--- config.mk ---
export PLATFORM = sky130hd
export DESIGN_NAME = fetch_sequencer_flat
export DESIGN_NICKNAME = d
export VERILOG_FILES = /design/src/rtl/fetch_sequencer_if.sv /design/src/rtl/fetch_sequencer.sv /design/src/flat_wrapper.sv
export SDC_FILE = /design/constraint.sdc
export NUM_CORES = 1
export LEC_CHECK = 0
export ABC_AREA = 1
export BUFFER_PORTS_ARGS = -buffer_cell sky130_fd_sc_hd__buf_2
export CAP_MARGIN = 0
export CORE_ASPECT_RATIO = 0.75
export CORE_MARGIN = 1.5
export CORE_UTILIZATION = 55
export CTS_BUF_LIST = sky130_fd_sc_hd__clkbuf_4
export CTS_CLUSTER_SIZE = 28
export DETAILED_ROUTE_END_ITERATION = 10
export GPL_TIMING_DRIVEN = 0
export PLACE_DENSITY = 0.84
export SETUP_SLACK_MARGIN = 0.2
export SLEW_MARGIN = 15
export SYNTH_ARGS = -nofsm -noshare
export SYNTH_HDL_FRONTEND = slang
export SYNTH_SLANG_ARGS = --single-unit
--- constraint.sdc ---
create_clock -name clk -period 2.55 [get_ports clk]
set_clock_uncertainty 0.15 [all_clocks]
set_input_delay 0.51 -clock clk [delete_from_list [all_inputs] [get_ports clk]]
set_output_delay 0.51 -clock clk [all_outputs]
set_load 0.02 [all_outputs]
--- src/rtl/fetch_sequencer_if.sv ---
// fetch_sequencer_if: run-control and fetch-unit signals of fetch_sequencer in one bundle.
// Ports: start/start_addr request a run; stall/inst come back from the fetch unit; init,
//        fetch_unit_en, start_address drive the fetch unit; busy/done/timeout/prog_id/cycle_count report.
// master = the sequencer itself, slave = its environment (requester plus fetch unit).
interface fetch_sequencer_if #(
    parameter int ADDR_W = 9,
    parameter int INST_W = 9,
    parameter int CNT_W  = 16
);
    // requester / fetch unit -> sequencer
    logic              start;
    logic [ADDR_W-1:0] start_addr;
    logic              stall;
    logic [INST_W-1:0] inst;

    // sequencer -> fetch unit
    logic              init;
    logic              fetch_unit_en;
    logic [ADDR_W-1:0] start_address;

    // sequencer -> requester status
    logic              busy;
    logic              done;
    logic              timeout;
    logic [1:0]        prog_id;
    logic [CNT_W-1:0]  cycle_count;

    modport master (
        input  start, start_addr, stall, inst,
        output init, fetch_unit_en, start_address,
        output busy, done, timeout, prog_id, cycle_count
    );

    modport slave (
        output start, start_addr, stall, inst,
        input  init, fetch_unit_en, start_address,
        input  busy, done, timeout, prog_id, cycle_count
    );
endinterface

--- src/rtl/fetch_sequencer.sv ---
// fetch_sequencer: run controller in front of the fetch unit (init pulse, fetch enable, halt/watchdog, slot mirror).
// Latency: start to first enabled fetch is 3 cycles, 4 when the empty slot 0 must be skipped.
// Backpressure: stall holds fetch_unit_en low but the RUN cycle counter keeps counting; start is ignored unless IDLE.
// Ports: clk, rst_n (async active-low) plus bus (fetch_sequencer_if.master) carrying all request, fetch and status signals.
module fetch_sequencer #(
    parameter int                ADDR_W     = 9,
    parameter int                INST_W     = 9,
    parameter logic [INST_W-1:0] HALT_INST  = 9'h1FF,
    parameter int                CNT_W      = 16,
    parameter logic [CNT_W-1:0]  MAX_CYCLES = 16'hFFFF
) (
    input  logic                clk,
    input  logic                rst_n,
    fetch_sequencer_if.master   bus
);

    // cycle_count value seen during the last RUN cycle the watchdog allows
    localparam logic [CNT_W-1:0] WD_LAST = MAX_CYCLES - 1'b1;

    typedef enum logic [2:0] {
        S_IDLE   = 3'd0,
        S_SKIP   = 3'd1,
        S_LOAD   = 3'd2,
        S_SETTLE = 3'd3,
        S_RUN    = 3'd4,
        S_FIN    = 3'd5
    } state_t;

    state_t            state_q;
    state_t            state_d;

    logic [ADDR_W-1:0] start_addr_q;
    logic [1:0]        prog_id_q;
    logic [CNT_W-1:0]  cycle_cnt_q;
    logic              timeout_q;

    logic              halt_seen;
    logic              wd_hit;
    logic              init_o;
    logic              fetch_en_o;
    logic              busy_o;
    logic              done_o;

    // A halt only counts once the datapath is not stalled; halt beats the watchdog.
    assign halt_seen = (bus.inst == HALT_INST) && !bus.stall;
    assign wd_hit    = (cycle_cnt_q == WD_LAST);

    // ---------------- state register ----------------
    always_ff @(posedge clk or negedge rst_n) begin
        if (!rst_n) begin
            state_q <= S_IDLE;
        end else begin
            state_q <= state_d;
        end
    end

    // ---------------- next-state logic ----------------
    always_comb begin
        state_d = state_q;
        unique case (state_q)
            S_IDLE: begin
                // The fetch unit wraps 3 -> 0, and slot 0 is empty, so an extra init is needed.
                if (bus.start) begin
                    state_d = (prog_id_q == 2'd3) ? S_SKIP : S_LOAD;
                end
            end
            S_SKIP:   state_d = S_LOAD;
            S_LOAD:   state_d = S_SETTLE;
            S_SETTLE: state_d = S_RUN;
            S_RUN: begin
                if (halt_seen || wd_hit) begin
                    state_d = S_FIN;
                end
            end
            S_FIN:    state_d = S_IDLE;
            default:  state_d = S_IDLE;
        endcase
    end

    // ---------------- output decode ----------------
    // Everything except fetch_unit_en depends on the state register alone.
    always_comb begin
        init_o     = 1'b0;
        fetch_en_o = 1'b0;
        busy_o     = 1'b0;
        done_o     = 1'b0;
        unique case (state_q)
            S_SKIP, S_LOAD: begin
                init_o = 1'b1;
                busy_o = 1'b1;
            end
            S_SETTLE: busy_o = 1'b1;
            S_RUN: begin
                busy_o = 1'b1;
                // Leaving RUN this cycle: keep the PC parked on the halt / last instruction.
                fetch_en_o = !bus.stall && !halt_seen && !wd_hit;
            end
            S_FIN:   done_o = 1'b1;
            default: ;
        endcase
    end

    // ---------------- datapath registers ----------------
    always_ff @(posedge clk or negedge rst_n) begin
        if (!rst_n) begin
            start_addr_q <= '0;
            prog_id_q    <= '0;
            cycle_cnt_q  <= '0;
            timeout_q    <= 1'b0;
        end else begin
            if (state_q == S_IDLE && bus.start) begin
                start_addr_q <= bus.start_addr;
                cycle_cnt_q  <= '0;
                timeout_q    <= 1'b0;
            end

            // prog_id is updated on entry to SKIP/LOAD so it already shows the
            // slot being initialised while init is high.
            if (state_d == S_SKIP) begin
                prog_id_q <= 2'd0;
            end else if (state_d == S_LOAD) begin
                prog_id_q <= prog_id_q + 2'd1;
            end

            if (state_q == S_RUN) begin
                if (cycle_cnt_q != '1) begin
                    cycle_cnt_q <= cycle_cnt_q + 1'b1;
                end
                if (!halt_seen && wd_hit) begin
                    timeout_q <= 1'b1;
                end
            end
        end
    end

    assign bus.init          = init_o;
    assign bus.fetch_unit_en = fetch_en_o;
    assign bus.start_address = start_addr_q;
    assign bus.busy          = busy_o;
    assign bus.done          = done_o;
    assign bus.timeout       = timeout_q;
    assign bus.prog_id       = prog_id_q;
    assign bus.cycle_count   = cycle_cnt_q;

endmodule
--- src/flat_wrapper.sv ---
// flat-port wrapper written by rule: the top's interface ports become plain ports
module fetch_sequencer_flat 
#(
    parameter int                ADDR_W     = 9,
    parameter int                INST_W     = 9,
    parameter logic [INST_W-1:0] HALT_INST  = 9'h1FF,
    parameter int                CNT_W      = 16,
    parameter logic [CNT_W-1:0]  MAX_CYCLES = 16'hFFFF
)
  (clk, rst_n, bus_start, bus_start_addr, bus_stall, bus_inst, bus_init, bus_fetch_unit_en, bus_start_address, bus_busy, bus_done, bus_timeout, bus_prog_id, bus_cycle_count);
  fetch_sequencer_if #(.ADDR_W(ADDR_W), .INST_W(INST_W), .CNT_W(CNT_W)) bus_i ();
  input  logic clk;
  input  logic rst_n;
  input wire logic [$bits(bus_i.start)-1:0] bus_start;
  input wire logic [$bits(bus_i.start_addr)-1:0] bus_start_addr;
  input wire logic [$bits(bus_i.stall)-1:0] bus_stall;
  input wire logic [$bits(bus_i.inst)-1:0] bus_inst;
  output wire logic [$bits(bus_i.init)-1:0] bus_init;
  output wire logic [$bits(bus_i.fetch_unit_en)-1:0] bus_fetch_unit_en;
  output wire logic [$bits(bus_i.start_address)-1:0] bus_start_address;
  output wire logic [$bits(bus_i.busy)-1:0] bus_busy;
  output wire logic [$bits(bus_i.done)-1:0] bus_done;
  output wire logic [$bits(bus_i.timeout)-1:0] bus_timeout;
  output wire logic [$bits(bus_i.prog_id)-1:0] bus_prog_id;
  output wire logic [$bits(bus_i.cycle_count)-1:0] bus_cycle_count;
  assign bus_i.start = bus_start;
  assign bus_i.start_addr = bus_start_addr;
  assign bus_i.stall = bus_stall;
  assign bus_i.inst = bus_inst;
  assign bus_init = bus_i.init;
  assign bus_fetch_unit_en = bus_i.fetch_unit_en;
  assign bus_start_address = bus_i.start_address;
  assign bus_busy = bus_i.busy;
  assign bus_done = bus_i.done;
  assign bus_timeout = bus_i.timeout;
  assign bus_prog_id = bus_i.prog_id;
  assign bus_cycle_count = bus_i.cycle_count;
  fetch_sequencer #(.ADDR_W(ADDR_W), .INST_W(INST_W), .HALT_INST(HALT_INST), .CNT_W(CNT_W), .MAX_CYCLES(MAX_CYCLES)) u_core (.clk(clk), .rst_n(rst_n), .bus(bus_i));
endmodule
==> results of run 1 <==
logic make-up (layout without fill, tap and decap cells):
kind of cell,count (synthesis),in the layout,share of synthesized area
fa+ha+maj,3,3,0.02125
simple gates,154,154,0.4001
compound gates,17,17,0.05595
mux,1,1,0.005666
buf+inv,34,95,0.07790
flops,31,31,0.4391
cell type report:
type                    instances  area share
inverters                      31     0.05445
flip-flops and latches         31      0.3630
multi-input cells             175      0.3993
well taps                      38     0.02225
plain buffers                   3    0.009953
repair buffers                 53      0.1241
clock inverters                 1    0.002342
clock buffers                   7     0.02459
worst paths after layout:
| path | cells past startpoint | start | end |
|---|---|---|---|
| setup / recovery | 6 | u_core.state_q[1]$_DFF_PN0_ | bus_fetch_unit_en |
| setup reg to reg | 9 | u_core.bus.cycle_count[0]$_DFF_PN0_ | u_core.bus.cycle_count[7]$_DFF_PN0_ |
| max in group asynchronous | 1 | rst_n | u_core.bus.cycle_count[8]$_DFF_PN0_ |
| min in group clk | 3 | bus_start_addr[8] | u_core.bus.start_address[8]$_DFFE_PN0P_ |
| hold reg to reg | 2 | u_core.bus.start_address[6]$_DFFE_PN0P_ | u_core.bus.start_address[6]$_DFFE_PN0P_ |
| hold / removal | 1 | rst_n | u_core.bus.cycle_count[0]$_DFF_PN0_ |
Yosys cell counts (2+ instances only):
cell	instances
sky130_fd_sc_hd__a21oi_1	5
sky130_fd_sc_hd__a21oi_2	2
sky130_fd_sc_hd__buf_2	2
sky130_fd_sc_hd__dfrtp_1	31
sky130_fd_sc_hd__ha_1	3
sky130_fd_sc_hd__inv_1	28
sky130_fd_sc_hd__inv_2	2
sky130_fd_sc_hd__nand2_1	88
sky130_fd_sc_hd__nand2_2	4
sky130_fd_sc_hd__nand2_4	2
sky130_fd_sc_hd__nand3_1	24
sky130_fd_sc_hd__nand4_1	7
sky130_fd_sc_hd__nor2_1	21
sky130_fd_sc_hd__nor2_4	2
sky130_fd_sc_hd__nor2_8	2
sky130_fd_sc_hd__nor3_1	2
sky130_fd_sc_hd__o21ai_0	6
power breakdown:
group	internal (mW)	total (mW)	leakage, nW	switching (mW)
clock network	0.128	0.296	0.0361	0.167
logic	0.259	0.799	0.798	0.540
registers	0.616	0.706	0.411	0.0900
state kept, by name (all words and copies together), names as in the netlist:
register                  cells
u_core.bus.prog_id            2
u_core.bus.timeout            1
u_core.state_q                3
u_core.bus.cycle_count       16
u_core.bus.start_address      9
critical path: stages (launching register included):
cell	delay, ns
sky130_fd_sc_hd__dfrtp_1	0.43
sky130_fd_sc_hd__inv_1	0.13
sky130_fd_sc_hd__nand2_4	0.09
sky130_fd_sc_hd__nor2_8	0.14
sky130_fd_sc_hd__nand3_1	0.09
sky130_fd_sc_hd__a21oi_1	0.10
sky130_fd_sc_hd__buf_2	0.17
per-layer routing:
metal  global-route usage  wire, µm
met1               0.3310      1838
met4               0.1000        43
met5                    0         0
met3              0.05195       233
met2               0.3622      1745
through the flow:
step	worst slack (ns)	std cells	area, µm²
2_1_floorplan	0.6704	240	1767
3_3_place_gp	0.7228	331	2079
3_5_place_dp	0.7157	331	2079
4_1_cts	0.3826	339	2137
5_1_grt	0.2920	339	2137
6_report	0.3822	339	2137
==> results.yml, run 1 <==
run_status:
  outcome: "finished clean"
final_layout:
  multiInputGateArea_um2: 853.3
  insertedDiodeCount: 0
  fillers: 275
  sequential_cell_area_um2: 775.7
  nNetsFinal: 325
  utilization: 0.7126
  mostFrequentLayoutCell: "sky130_fd_sc_hd__nand2_1"
  drive_gt1_frac: 0.2625
  final_cell_mix: "88 x sky130_fd_sc_hd__nand2_1, 55 x sky130_fd_sc_hd__buf_2, 31 x sky130_fd_sc_hd__dfrtp_1"
  layout-area-overhead-vs-synth_pct: 20.96
synthesis:
  synth.yosys.warnings: 0
  synth_top_cell_area_share: 0.4391
  synth.top_cells.by_area: "sky130_fd_sc_hd__dfrtp_1 44%, sky130_fd_sc_hd__nand2_1 19%, sky130_fd_sc_hd__nand3_1 6.8%, sky130_fd_sc_hd__inv_1 5.9%, sky130_fd_sc_hd__nor2_1 4.5%"
  synth_area_um2: 1767
  top_flip_flop_cell_by_instance_count_after_synthesis: "sky130_fd_sc_hd__dfrtp_1"
  synth_area_per_cell_um2: 7.361
  mappedNetlistNets: 265
  number_of_synthesized_register_bits: 31
  post_synth_inst_count: 240
  synth_edf_count: 0
  async_reset_ff_frac: 1.000
  netlist.top_cell.by_area: "sky130_fd_sc_hd__dfrtp_1"
  synth.yosys.seq_area_share: 0.4391
  yosysUniqueCellTypes: 26
power:
  vdd_drop_max_v: 0.0005854
  pwr_density_cell_nw_per_um2: 842.4
  power.static_leakage_nw: 1.245
  finalPower_mw: 1.800
drt:
  drt-total-wl_um: 3861
  route.detailed.vias_per_inst: 5.118
  route.vias.total: 1735
  drt_pre_antenna_iters: 4
  drt_iter0_drc: 109
  drt_drc_violations_left: 0
  avgRoutedWirePerCell_um: 11.39
  postRouteAntennaNets: 0
placed_design:
  dp.final_hpwl_um: 2952
  count_of_input_and_output_buffers: 53
  gpl.final_weighted_congestion: 0.8569
sta:
  period_share: 0.8501
  final-max-slew-violation-count: 0
  worst_slew_margin_rel: 0.5602
  final-setup-viol-count: 0
  period_needed_ns: 2.168
  setup_tns_ns: 0
  timing_worst_slew_pin_value_ns: 0.6597
  maxClockFrequency_ghz: 0.4613
  timing.hold.ws_ns: 0.04070
  final_hold_violation_count: 0
  rsz_0062_raised_after_global_routing: "false"
critical_path:
  critical_path_peak_fanout: 8
  data_required_critical_path_ns: 1.89
  setup.worst_path.class: "flop to output pin"
  kind_of_capture_point_of_the_worst_setup_path: "output pin"
  worst_setup_path_start_kind: "flop"
  critPathArrivalTime_ns: 1.51
  reg2reg_setup_slack_ns: 0.67
floorplan:
  die_h_um: 52.08
  fp.dieArea_um2: 3565
  std_cell_rows: 17
  die_width_um: 68.45
  initial_utilization: 0.5891
  boundaryPins: 54
  placeableCoreArea_um2: 2999
clock_network:
  cts_sinks: 31
  clock_tree.root_cell: "sky130_fd_sc_hd__clkbuf_4"
  post_cts_hold_buffer_count: 0
  tritoncts_clock_tree: "done"
  max-clock-path-buffers: 2
  postCtsSetupBuffers: 0
  clkLatencyLatePin_ns: 0.34
  cts-resized-gates: 0
  cts_inserted_buffers: 5
  clkSlewWorstSetupHoldPaths_ns: 0.10
  h_tree_depth: 2
grt:
  grt_antenna_before_repair: 0
  grt_pass1_vias: 1440
  all_layer_gr_usage: 0.2401
  wire_length_of_the_first_global_routing_pass_um: 6299
  grt_max_degree: 32
  globalRouteOverflowTotal: 0
hold_path:
  holdCritPathClass: "primary input to asynchronous set/reset pin"
run:
  drv.max_cap_violation_count: 0
Note: power is estimated with default switching activity, not from simulation.
==> run 2, diff against run 1 <==
--- a/config.mk
+++ b/config.mk
@@ -16,6 +16,7 @@
 export DETAILED_ROUTE_END_ITERATION = 10
 export GPL_TIMING_DRIVEN = 0
 export PLACE_DENSITY = 0.84
+export RECOVER_POWER = 25
 export SETUP_SLACK_MARGIN = 0.2
 export SLEW_MARGIN = 15
 export SYNTH_ARGS = -nofsm -noshare
==> results.yml, run 2 (same netlist as run 1, synthesis figures left out) <==
critical_path:
  reg2reg_setup_slack_ns: 0.67
  setup.worst_path.class: "flop to output pin"
  data_required_critical_path_ns: 1.89
  worst_setup_path_start_kind: "flop"
  critical_path_peak_fanout: 8
  cpLargestDelayFamily: "flip-flops"
  critPathArrivalTime_ns: 1.51
  crit_slowest_cell: "sky130_fd_sc_hd__dfrtp_1"
  crit_path_cell_trace: "inv_1 -> nand2_4 -> nor2_8 -> nand3_1 -> a21oi_1 -> buf_2"
  kind_of_capture_point_of_the_worst_setup_path: "output pin"
  path_buf_inv: 2
  worst_stage_delay_on_the_critical_path_ns: 0.43
floorplan:
  die_h_um: 52.08
  fp.dieArea_um2: 3565
  initial_utilization: 0.5891
  std_cell_rows: 17
  boundaryPins: 54
  placeableCoreArea_um2: 2999
  die_width_um: 68.45
drt:
  avgRoutedWirePerCell_um: 11.39
  route.detailed.vias_per_inst: 5.112
  postRouteAntennaNets: 0
  drt_iter0_drc: 109
  drt-total-wl_um: 3860
  route.vias.total: 1733
  drt_drc_violations_left: 0
  drt_pre_antenna_iters: 4
power:
  pwr_density_cell_nw_per_um2: 842.7
  power.static_leakage_nw: 1.242
  vdd_drop_max_v: 0.0005853
sta:
  setup_tns_ns: 0
  period_needed_ns: 2.168
  final-setup-viol-count: 0
  final_hold_violation_count: 0
  maxClockFrequency_ghz: 0.4613
  worst_slew_margin_rel: -0.05281
  rsz_0062_raised_after_global_routing: "false"
  timing_worst_slew_pin_value_ns: 1.579
  period_share: 0.8501
  final-max-slew-violation-count: 32
clock_network:
  clkLatencyLatePin_ns: 0.34
  postCtsSetupBuffers: 0
  cts_inserted_buffers: 5
  cts_sinks: 31
  clock_tree.root_cell: "sky130_fd_sc_hd__clkbuf_4"
  tritoncts_clock_tree: "done"
  max-clock-path-buffers: 2
  cts-resized-gates: 0
  clkSlewWorstSetupHoldPaths_ns: 0.10
  post_cts_hold_buffer_count: 0
  h_tree_depth: 2
placed_design:
  dp.final_hpwl_um: 2952
  count_of_input_and_output_buffers: 53
  gpl.final_weighted_congestion: 0.8569
final_layout:
  nNetsFinal: 325
  final_cell_mix: "88 x sky130_fd_sc_hd__nand2_1, 54 x sky130_fd_sc_hd__buf_2, 31 x sky130_fd_sc_hd__dfrtp_1"
  utilization: 0.7121
  largest_reg_flops: 16
  drive_gt1_frac: 0.2591
  insertedDiodeCount: 0
  mostFrequentLayoutCell: "sky130_fd_sc_hd__nand2_1"
  layout-area-overhead-vs-synth_pct: 20.89
run_status:
  failed_checks: "max-capacitance violations, max-slew violations"
  outcome: "finished, violations left"
grt:
  globalRouteOverflowTotal: 0
  grt_pass1_vias: 1440
  grt_max_degree: 32
  grt_antenna_before_repair: 0
  all_layer_gr_usage: 0.2401
  wire_length_of_the_first_global_routing_pass_um: 6299
hold_path:
  holdCritPathClass: "primary input to flop"
run:
  drv.max_cap_violation_count: 1
[run 2: cell types whose count changed in the layout (fill, tap and decap cells not counted), sizes merged]
| cell | previous run | this run |
|---|---|---|
| buf | 56 | 55 |
| clkbuf | 7 | 8 |
[run 2: per-stage QoR]
step | setup slack (ns) | total power [mW] | hold slack [ns] | cells | cell area (µm²)
after floorplan | 0.6704 | 1.262 | 0.06441 | 240 | 1767
after global placement | 0.7228 | 1.489 | 0.3078 | 331 | 2079
after detailed placement | 0.7157 | 1.516 | 0.3140 | 331 | 2079
after CTS | 0.3826 | 1.808 | 0.07295 | 339 | 2137
after global routing | 0.2920 | 1.940 | 0.1979 | 339 | 2136
final | 0.3822 | 1.800 | 0.2179 | 339 | 2136
[run 2: worst reg2reg max path: cells and delay by family (launching register included)]
kind	cells	cell delay, ns
AOI/OAI and AO/OA	1	0.16
adders and majority gates	1	0.19
DFF	1	0.43
buffers and inverters	2	0.11
and+or+nand+nor	5	0.70
[run 2: final cells by class]
cell class	count	area [µm²]
flip-flops and latches	31	775.7
repair buffers	53	264.0
clock inverters	1	5.005
fillers	276	863.3
well taps	38	47.55
multi-input cells	175	853.3
plain buffers	3	21.27
inverters	31	116.4
clock buffers	7	52.55
[run 2: worst paths after layout]
path,depth (start not counted),end,startpoint
min in group asynchronous,1,u_core.bus.cycle_count[1]$_DFF_PN0_,rst_n
worst max-delay path,6,bus_fetch_unit_en,u_core.state_q[1]$_DFF_PN0_
worst min-delay path,3,u_core.bus.start_address[8]$_DFFE_PN0P_,bus_start_addr[8]
worst max register to register,9,u_core.bus.cycle_count[7]$_DFF_PN0_,u_core.bus.cycle_count[0]$_DFF_PN0_
worst min register to register,2,u_core.bus.start_address[6]$_DFFE_PN0P_,u_core.bus.start_address[6]$_DFFE_PN0P_
max in group asynchronous,1,u_core.bus.cycle_count[8]$_DFF_PN0_,rst_n
[run 2: per-layer routing]
metal	vias up	part of all wire	track usage
met5	-	0	0
met4	0	0.011	0.1000
met3	6	0.060	0.05195
met2	56	0.45	0.3622
met1	790	0.48	0.3310
li1	881	-	-
[run 2: power by group]
group,switching [mW],leakage [nW],total (mW),internal [mW]
Combinational,0.540,0.795,0.798,0.259
Sequential,0.0900,0.411,0.706,0.616
Clock,0.167,0.0361,0.296,0.128
